### src/rtl/regfile_scoreboard.sv
// regfile_scoreboard: architectural register file with per-register pending-write counters for RAW hazard detection.
// Optional RF_WB_BYPASS_EN forwards the same-cycle writeback value and post-decrement busy to the read ports.
module regfile_scoreboard #(
    parameter int DATA_W     = 32,
    parameter int NUM_REGS   = 16,
    parameter int ADDR_W     = 4,
    parameter int PEND_W     = 2,
    parameter int INIT_INDEX = 1
) (
    input  logic              clk,
    input  logic              rst,
    input  logic [ADDR_W-1:0] rd_addr1,
    output logic [DATA_W-1:0] rd_data1,
    output logic              rd_busy1,
    input  logic [ADDR_W-1:0] rd_addr2,
    output logic [DATA_W-1:0] rd_data2,
    output logic              rd_busy2,
    input  logic              issue_en,
    input  logic [ADDR_W-1:0] issue_dest,
    output logic              issue_full,
    input  logic              wb_en,
    input  logic [ADDR_W-1:0] wb_dest,
    input  logic [DATA_W-1:0] wb_data,
    output logic              wb_err,
    input  logic [ADDR_W-1:0] dbg_addr,
    output logic [DATA_W-1:0] dbg_data
);
    localparam logic [ADDR_W:0]   NR   = (ADDR_W+1)'(NUM_REGS);
    localparam logic [PEND_W-1:0] CMAX = '1;

    logic [DATA_W-1:0] regs_q [NUM_REGS];
    logic [PEND_W-1:0] cnt_q  [NUM_REGS];
    logic [PEND_W-1:0] cnt_d  [NUM_REGS];
    logic [NUM_REGS-1:0] inc, dec;
    logic wb_ok, wb_err_q, wb_err_d;

    function automatic logic in_rng(input logic [ADDR_W-1:0] a);
        return {1'b0, a} < NR;
    endfunction

    // Out-of-range indices behave as an idle register: count 0, data 0.
    function automatic logic [PEND_W-1:0] cnt_at(input logic [ADDR_W-1:0] a);
        return in_rng(a) ? cnt_q[a] : '0;
    endfunction

    function automatic logic [DATA_W-1:0] rd_val(input logic [ADDR_W-1:0] a);
`ifdef RF_WB_BYPASS_EN
        if (wb_ok && wb_dest == a) return wb_data;
`endif
        return in_rng(a) ? regs_q[a] : '0;
    endfunction

    function automatic logic rd_bsy(input logic [ADDR_W-1:0] a);
`ifdef RF_WB_BYPASS_EN
        if (wb_ok && wb_dest == a) return cnt_at(a) > PEND_W'(1);
`endif
        return cnt_at(a) != '0;
    endfunction

    always_comb begin
        wb_ok      = wb_en && in_rng(wb_dest);
        issue_full = cnt_at(issue_dest) == CMAX;
        wb_err_d   = wb_ok && cnt_at(wb_dest) == '0;
        for (int i = 0; i < NUM_REGS; i++) begin
            inc[i]   = issue_en && !issue_full && issue_dest == ADDR_W'(i);
            dec[i]   = wb_ok && wb_dest == ADDR_W'(i) && cnt_q[i] != '0;
            cnt_d[i] = (inc[i] && !dec[i]) ? cnt_q[i] + 1'b1 :
                       (dec[i] && !inc[i]) ? cnt_q[i] - 1'b1 : cnt_q[i];
        end
    end

    always_comb begin
        rd_data1 = rd_val(rd_addr1);
        rd_busy1 = rd_bsy(rd_addr1);
        rd_data2 = rd_val(rd_addr2);
        rd_busy2 = rd_bsy(rd_addr2);
        dbg_data = in_rng(dbg_addr) ? regs_q[dbg_addr] : '0;
        wb_err   = wb_err_q;
    end

    // The top register is the PC and always resets to zero.
    always_ff @(posedge clk or posedge rst) begin
        if (rst) begin
            for (int i = 0; i < NUM_REGS; i++) begin
                regs_q[i] <= (INIT_INDEX != 0 && i != NUM_REGS-1) ? DATA_W'(i) : '0;
                cnt_q[i]  <= '0;
            end
            wb_err_q <= 1'b0;
        end else begin
            if (wb_ok) regs_q[wb_dest] <= wb_data;
            cnt_q    <= cnt_d;
            wb_err_q <= wb_err_d;
        end
    end
endmodule

### config.mk
export PLATFORM = sky130hd
export DESIGN_NAME = regfile_scoreboard
export DESIGN_NICKNAME = d
export VERILOG_FILES = /design/src/rtl/regfile_scoreboard.sv
export SDC_FILE = /design/constraint.sdc
export NUM_CORES = 1
export LEC_CHECK = 0
export CORE_MARGIN = 4
export CORE_UTILIZATION = 57
export DETAILED_ROUTE_END_ITERATION = 6
export GPL_TIMING_DRIVEN = 0
export PLACE_DENSITY_LB_ADDON = 0.15
export SYNTH_ARGS = -nofsm -noshare
export SYNTH_HDL_FRONTEND = slang
export SYNTH_SLANG_ARGS = --single-unit
### constraint.sdc
create_clock -name clk -period 44.2 [get_ports clk]
set_input_delay 4.42 -clock clk [delete_from_list [all_inputs] [get_ports clk]]
set_output_delay 4.42 -clock clk [all_outputs]
set_load 0.02 [all_outputs]
### After elaboration in Yosys (flattened, before gate mapping)

Index checks and enable logic that the tools add are counted.

* $add $sub $neg: 32
* $lt $le $gt $ge: 6
* equality and inequality tests: 31
* muxes and demuxes: 56
* bitwise logic cells: 5
* reductions and logical operators: 153

Operators by type and width (number)
* $bwmux W512: 1
* $bmux W32 S4: 3
* $mux W32: 7
* $demux W32 S4: 1
* $logic_and A1 B1 Y1: 83
* $mux W2: 40
* $reduce_bool A2 Y1: 34
* $eq A4 B4 Y1 const B: 16
* $logic_not A1 Y1: 33
* $add A2 B1 Y2 const B: 16
* $bmux W2 S4: 4
* $eq A4 B3 Y1 const B: 8
* $sub A2 B1 Y2 const B: 16
* $ge A5 B5 Y1 const B: 5
* $not A4 Y5: 5
* $eq A4 B2 Y1 const B: 4
* $eq A4 B1 Y1 const B: 2
* $logic_not A4 Y1: 2
* $lt A5 B1 Y1 const B: 1
* $eq A2 B2 Y1 const B: 1
* $logic_not A2 Y1: 1

* bits in registers: 545
* input port bits: 56
* logic and storage cells: 316

### Logic depth before layout (Yosys ltp)

Gate-level depths: netlist (run 1).

* depth after elaboration: 12
* depth in mapped cells: 10
* mapped depth without buffers: 8

### Least setup slack after synthesis (run 1)

Ideal clock, no wire load.

* kind: input to output
* start point: in rd_addr1[1]
* end point: out rd_data1[14]
* arrival time: 6.050 ns
* data required time: 39.780 ns
* setup slack: 33.730 ns
* stages on the path: 5
* buffers on the path: 3
* path through: buf_2 buf_2 clkbuf_1 mux4_2 mux4_2

* longest elaborated chain between the ends: 4

RTL lines
* start, declared: RTL line 12 `input logic [ADDR_W-1:0] rd_addr1,`
* $not A4 Y5 (not written as such): RTL line 50 `return in_rng(a) ? regs_q[a] : '0;`
* $bmux W32 S4: RTL line 50
* $mux W32 (not written as such) (2 in series): RTL line 50
* end, declared: RTL line 13 `output logic [DATA_W-1:0] rd_data1,`

Every way passes these cells. The select of a mux whose other input is x is not followed.

### Worst setup path after layout (run 1)

* start point: in rd_addr2[1]
* end point: out rd_data2[31]

* longest elaborated chain between the ends: 4

RTL lines
* start, declared: RTL line 15 `input logic [ADDR_W-1:0] rd_addr2,`
* $not A4 Y5 (not written as such): RTL line 50
* $bmux W32 S4: RTL line 50
* $mux W32 (not written as such) (2 in series): RTL line 50
* end, declared: RTL line 16 `output logic [DATA_W-1:0] rd_data2,`

Every way passes these cells. The select of a mux whose other input is x is not followed.

==> results of run 1 <==
[layout by cell type, fill, tap and decap left out, types with 22 or more instances in the layout]
cell type	instances
dfrtp_1	517
mux4_2	498
mux2_2	473
clkdlybuf4s50_1	143
clkbuf_1	94
buf_2	82
clkbuf_16	63
nor2_1	60
xor2_1	32
mux2_4	29
dfstp_2	28
buf_6	22
[state kept, by name, summed over array words and instances (netlist names)]
name / flops
cnt_q: 32
regs_q: 512
wb_err: 1
[synthesized netlist by cell type]
| master | instances |
|---|---|
| o211a_1 | 1 |
| o311ai_0 | 1 |
| buf_6 | 22 |
| mux4_2 | 498 |
| ha_1 | 16 |
| or3b_2 | 2 |
| a22oi_1 | 2 |
| mux2_4 | 29 |
| xor2_1 | 32 |
| nand2_1 | 11 |
| a2111oi_0 | 1 |
| xnor2_1 | 16 |
| mux2i_1 | 3 |
| buf_1 | 12 |
| or2_2 | 3 |
| mux2_1 | 13 |
| or2_1 | 3 |
| nor2b_1 | 2 |
| o31ai_1 | 1 |
| nand3_1 | 5 |
| o21a_1 | 1 |
| a211oi_1 | 2 |
| buf_4 | 2 |
| nor3b_1 | 2 |
| nor2_1 | 60 |
| dfstp_2 | 28 |
| or3b_4 | 1 |
| o21ai_0 | 10 |
| dfrtp_1 | 517 |
| and3_1 | 1 |
| clkbuf_1 | 85 |
| nor3_1 | 2 |
| a31oi_1 | 1 |
| nand3b_1 | 4 |
| inv_1 | 2 |
| buf_2 | 82 |
| nand2b_1 | 1 |
| or3_1 | 7 |
| mux2_2 | 473 |
| nor4_1 | 1 |
[path summary, 6_finish.rpt]
check / endpoint / slack, ps / start
setup / recovery: rd_data2[31] / 32160 / rd_addr2[1]
hold / removal: cnt_q[31] / 490 / cnt_q[31]
setup reg to reg: cnt_q[3] / 42180 / cnt_q[0]
hold reg to reg: cnt_q[31] / 490 / cnt_q[31]
max in group asynchronous: regs_q[307] / 38240 / rst
min in group asynchronous: regs_q[262] / 4340 / rst
[logic make-up after synthesis]
family          after synthesis
buf+inv                     205
mux                        1016
simple gates                105
fa+ha+maj                    16
xor+xnor                     48
compound gates               20
flops                       545
[report_power, final]
| group | internal [uW] | switching, uW | leakage, uW |
|---|---|---|---|
| logic | 362 | 231 | 0.00736 |
| clock network | 336 | 217 | 0.00108 |
| registers | 629 | 129 | 0.00663 |
| total | 1330 | 576 | 0.0151 |
[routing by layer]
metal	share of wire, %	global-route usage [%]	up-vias	routed length [um]
li1	-	-	8357	-
met1	38	46.7	11800	39800
met2	47	53.5	1420	50000
met3	10	8.54	338	10700
met4	5.2	14.8	2	5460
met5	0.0094	0	-	10
[through the flow]
step / power, uW / setup slack, ps / hold WS (ps) / cells
after floorplan: 1150 / 24590 / 459 / 1955
after global placement: 1320 / 18220 / 477 / 2863
after detailed placement: 1350 / 32260 / 486 / 2867
after CTS: 1900 / 32250 / 497 / 2980
after global routing: 1970 / 32160 / 521 / 2980
final: 1900 / 32160 / 494 / 2981
[area by class of cell]
cell class	instances	area, um^2
Clock buffer	91	1860
Inverter	2	15.0
Timing Repair Buffer	147	1540
Clock inverter	22	324
Multi-Input combinational cell	1205	18400
Buffer	203	1040
Sequential cell	545	13700
Tap cell	765	957
Antenna cell	1	2.50
Fill cell	4071	19800
[worst max-delay path, delay by kind of cell]
kind,cells,cell delay [ps]
multiplexers,2,990
buffers and inverters,4,2190
==> flow_metrics.env, run 1 <==
export IMPL_htreeDepth=2
export IMPL_path_clk_slew_ps=50
export IMPL_ys_seq_area_share_pct=41.3
export IMPL_cts_buffer_depth=3
export IMPL_drc=0
export IMPL_postCtsSetupRepairBufs=0
export IMPL_cts_repair_resize_count=0
export IMPL_netlist_top_cells_area="dfrtp_1 39%, mux4_2 34%, mux2_2 16%"
export IMPL_antenna_found_initial=1
export IMPL_postLayoutCellArea_um2=37800
export IMPL_synth_top_family_by_area="multiplexers"
export IMPL_syn_inst=1955
export IMPL_irDropWorstVdd_v=0.0000335
export IMPL_min_period_over_period_pct=27.2
export IMPL_drt_iter0_markers=2529
export IMPL_syn_num_nets=2027
export IMPL_ys_ff_latch=545
export IMPL_routed_via_count=21900
export IMPL_cp_end_kind="output port"
export IMPL_leakagePower_uw=0.0151
export IMPL_rows=88
export IMPL_cts_root_buf="clkbuf_16"
export IMPL_drv_cap=0
export IMPL_die_area_um2=62000
export IMPL_synth_area_per_cell_um2=16.9
export IMPL_relSlewSlack_pct=6.99
export IMPL_muxShareOfSynthArea_pct=51.8
export IMPL_tightest_slew_ps=1400
export IMPL_hpwl_um=69900
export IMPL_synth_top_area_share_pct=39.1
export IMPL_placed_area_um2=35600
export IMPL_grt_pass1_wl_um=156000
export IMPL_grt_overflow=0
export IMPL_synth_fa_ha_area_share_pct=0.605
export IMPL_syn2layout_area_growth_pct=14.2
export IMPL_reg2reg_depth=8
export IMPL_final_util_pct=65.7
export IMPL_yosys_cell_types_count=40
export IMPL_min_path_type="reg2reg"
export IMPL_synth_compound_area_share_pct=0.389
export IMPL_first_pass_iters=6
export IMPL_wirelength_um=106000
export IMPL_critPathRequiredTime_ps=39780
export IMPL_core_um2=57600
export IMPL_max_freq_mhz=83.0
export IMPL_clock_latency_ps=640
export IMPL_fin_tns_setup_ps=0
export IMPL_hold_viol=0
export IMPL_clock_skew_final_ps=6.12
export IMPL_synth_area_um2=33100
export IMPL_setup_violations=0
export IMPL_vias_per_cell=7.36
export IMPL_synthXorXnorAreaFrac_pct=1.27
export IMPL_crit_path_max_fanout=10
export IMPL_die_w_um=249
export IMPL_period_needed_ps=12040
export IMPL_place_gp_congestion=0.877
export IMPL_cts_sinks=545
export IMPL_drive_above_1_share_pct=56.4
export IMPL_synth_simple_area_share_pct=1.47
export IMPL_portBuffers=143
export IMPL_cp_arrival_ps=7620
export IMPL_wl_per_cell_um=35.5
export IMPL_grt_start_max_net_pins=118
export IMPL_io_pins=156
export IMPL_postRouteAntennaNets=0
export IMPL_numCtsBuffers=61
export IMPL_status="finished, final reports clean"
export IMPL_cp_start_kind="input port"
export IMPL_crit_slowest_cell="buf_1"
export IMPL_rsz0062_at_grt="no"
export IMPL_hold_depth=1
export IMPL_slew_violations=0
export IMPL_yosysWarnings=0
export IMPL_path_cells="buf_2 -> buf_2 -> buf_1 -> mux4_2 -> mux4_2 -> clkdlybuf4s50_1"
export IMPL_grt_pass1_vias=22900
export IMPL_cpPeakStageDelay_ps=1020
export IMPL_yosys_area_top_type="dfrtp_1"
export IMPL_cellPowerDensity_nw_per_um2=50.3
export IMPL_cts_tree="built"
export IMPL_initial_core_util_pct=57.5
export IMPL_grtUsageTotal_pct=34.2
export IMPL_path_class="in2out"
export IMPL_cts_hold_buffers=0
export IMPL_nets=2237
export IMPL_die_y_um=249
(Power assumes the default switching activity.)
==> run 2, diff against run 1 <==
==> constraint.sdc (replaced) <==
create_clock -name clk -period 11.4 [get_ports clk]
set_input_delay 1.14 -clock clk [delete_from_list [all_inputs] [get_ports clk]]
set_output_delay 1.14 -clock clk [all_outputs]
set_load 0.02 [all_outputs]
==> run 2 against run 1 <==
  * Sequential cell count stayed put
  * Critical path depth unchanged
  * Global-route usage down 0.12 points
  * Via count fell by 0.41%
  * Sequential power grew to 3.9 times the previous value
  * Core utilization up 0.23 points
  * Clock power rose to 3.8 times the previous value
  * Worst setup slack worse by 26000 ps
  * Clock skew increased by 2.0 ps
==> flow_metrics.env, run 2 (synthesis results as in run 1) <==
export IMPL_path_class="in2out"
export IMPL_power_frac_comb_pct=31.3
export IMPL_rsz0062_at_grt="no"
export IMPL_postLayoutCellArea_um2=37900
export IMPL_cts_buffer_depth=3
export IMPL_postRouteAntennaNets=0
export IMPL_hold_viol=0
export IMPL_core_um2=57600
export IMPL_cp_end_kind="output port"
export IMPL_irDropWorstVdd_v=0.000169
export IMPL_postCtsSetupRepairBufs=0
export IMPL_cts_hold_buffers=0
export IMPL_vias_per_cell=7.30
export IMPL_cts_root_buf="clkbuf_16"
export IMPL_cts_repair_resize_count=0
export IMPL_grt_start_max_net_pins=44
export IMPL_cts_sinks=545
export IMPL_drive_above_1_share_pct=56.4
export IMPL_critPathTopFamily="buffers and inverters"
export IMPL_fin_tns_setup_ps=0
export IMPL_wirelength_um=106000
export IMPL_fillers=3995
export IMPL_cts_tree="built"
export IMPL_largest_reg_flops=512
export IMPL_drc=0
export IMPL_io_pins=156
export IMPL_drt_iter0_markers=2428
export IMPL_intPower_uw=5110
export IMPL_die_y_um=249
export IMPL_relSlewSlack_pct=6.16
export IMPL_wl_per_cell_um=35.3
export IMPL_path_cells="buf_2 -> buf_2 -> buf_1 -> mux4_2 -> mux4_2 -> clkdlybuf4s50_1"
export IMPL_grt_overflow=0
export IMPL_htreeDepth=2
export IMPL_cp_arrival_ps=4200
export IMPL_grtUsageTotal_pct=34.1
export IMPL_rows=88
export IMPL_initial_core_util_pct=57.5
export IMPL_cellPowerDensity_nw_per_um2=193
export IMPL_routed_via_count=21900
export IMPL_nets=2247
export IMPL_drv_cap=0
export IMPL_status="finished, final reports clean"
export IMPL_grt_pass1_wl_um=155000
export IMPL_report_power_total_uw=7340
export IMPL_first_pass_iters=5
export IMPL_die_w_um=249
export IMPL_layout_commonest_cell="dfrtp_1"
export IMPL_critical_path_buf_inv_count=4
export IMPL_syn2layout_area_growth_pct=14.6
export IMPL_path_clk_slew_ps=60
export IMPL_leakagePower_uw=0.0151
export IMPL_antenna_found_initial=2
export IMPL_grt_pass1_vias=23000
export IMPL_p_clk_share_pct=28.7
export IMPL_slew_violations=0
export IMPL_min_path_type="reg2reg"
export IMPL_die_area_um2=62000
export IMPL_p_sw_uw=2220
export IMPL_hpwl_um=70000
export IMPL_period_needed_ps=5340
export IMPL_top_register="regs_q"
export IMPL_portBuffers=143
export IMPL_swShare_pct=30.3
export IMPL_seq_power_share_pct=40.0
export IMPL_critPathRequiredTime_ps=10260
export IMPL_numCtsBuffers=61
export IMPL_min_period_over_period_pct=46.8
export IMPL_tightest_slew_ps=1410
export IMPL_layout_common_cells="517 x dfrtp_1, 498 x mux4_2, 473 x mux2_2"
export IMPL_cp_start_kind="input port"
export IMPL_clock_skew_final_ps=8.10
export IMPL_cpPeakStageDelay_ps=990
export IMPL_setup_violations=0
export IMPL_max_freq_mhz=187
export IMPL_crit_slowest_cell="buf_1"
export IMPL_crit_path_max_fanout=10
export IMPL_final_util_pct=65.9
export IMPL_place_gp_congestion=0.885
export IMPL_clock_latency_ps=630
export IMPL_placed_area_um2=35800
[run 2: cell types whose count changed in the layout (fill, tap and decap cells not counted), sizes merged]
cell,previous run,this run
clkbuf,176,184
buf,122,132
diode,1,3
bufinv,8,5
inv,4,2
clkinv,11,9
[run 2: final timing paths]
path                       depth (start not counted)         from  slack [ps]          end
setup reg to reg                                   7     cnt_q[0]        9370     cnt_q[1]
max in group asynchronous                          7          rst        9010  regs_q[320]
setup / recovery                                   6  rd_addr1[1]        6060  rd_data1[2]
min in group asynchronous                          2          rst         790  regs_q[390]
hold reg to reg                                    1    cnt_q[31]         500    cnt_q[31]
hold / removal                                     1    cnt_q[31]         500    cnt_q[31]
[run 2: per-stage QoR]
| stage | setup slack [ps] | cells | hold WS [ps] |
|---|---|---|---|
| 2_1_floorplan | 2870 | 1955 | 459 |
| 3_3_place_gp | -636 | 2863 | 479 |
| 3_5_place_dp | 6110 | 2877 | 489 |
| 4_1_cts | 6100 | 2991 | 500 |
| 5_1_grt | 6050 | 2992 | 514 |
| 6_report | 6060 | 2994 | 500 |
[run 2: routing by layer]
metal | global-route usage, % | vias to the layer above | wire length (um)
met3 | 9.15 | 366 | 11200
met5 | 0 | - | 0
li1 | - | 8352 | -
met2 | 52.4 | 1407 | 49100
met4 | 17.0 | 0 | 6350
met1 | 45.8 | 11700 | 39000
[run 2: layout make-up]
class	instances	area, um^2	share of cell area (%)
Multi-Input combinational cell	1205	18400	48.5
Sequential cell	545	13700	36.0
Clock buffer	99	1940	5.12
Timing Repair Buffer	157	1710	4.51
Buffer	203	1040	2.73
Tap cell	765	957	2.52
Clock inverter	15	204	0.538
Inverter	2	11.3	0.0297
Antenna cell	3	7.51	0.0198
[run 2: worst reg2reg max path, cell delays in order, from the launching register on]
cell     delay (ps)
dfrtp_1         460
mux4_2          530
nand2_1          80
nand3_1         150
nor2_1          150
ha_1            270
nor2_1          150
xor2_1          170
[run 2: power groups by stage]
stage | clock (uW) | sequential [uW] | combinational, uW
after global placement | 0 | 2880 | 2220
after global routing | 2200 | 3000 | 2400
final | 2110 | 2930 | 2300
after floorplan | 0 | 2790 | 1660
after detailed placement | 0 | 2940 | 2280
after CTS | 2120 | 2910 | 2290
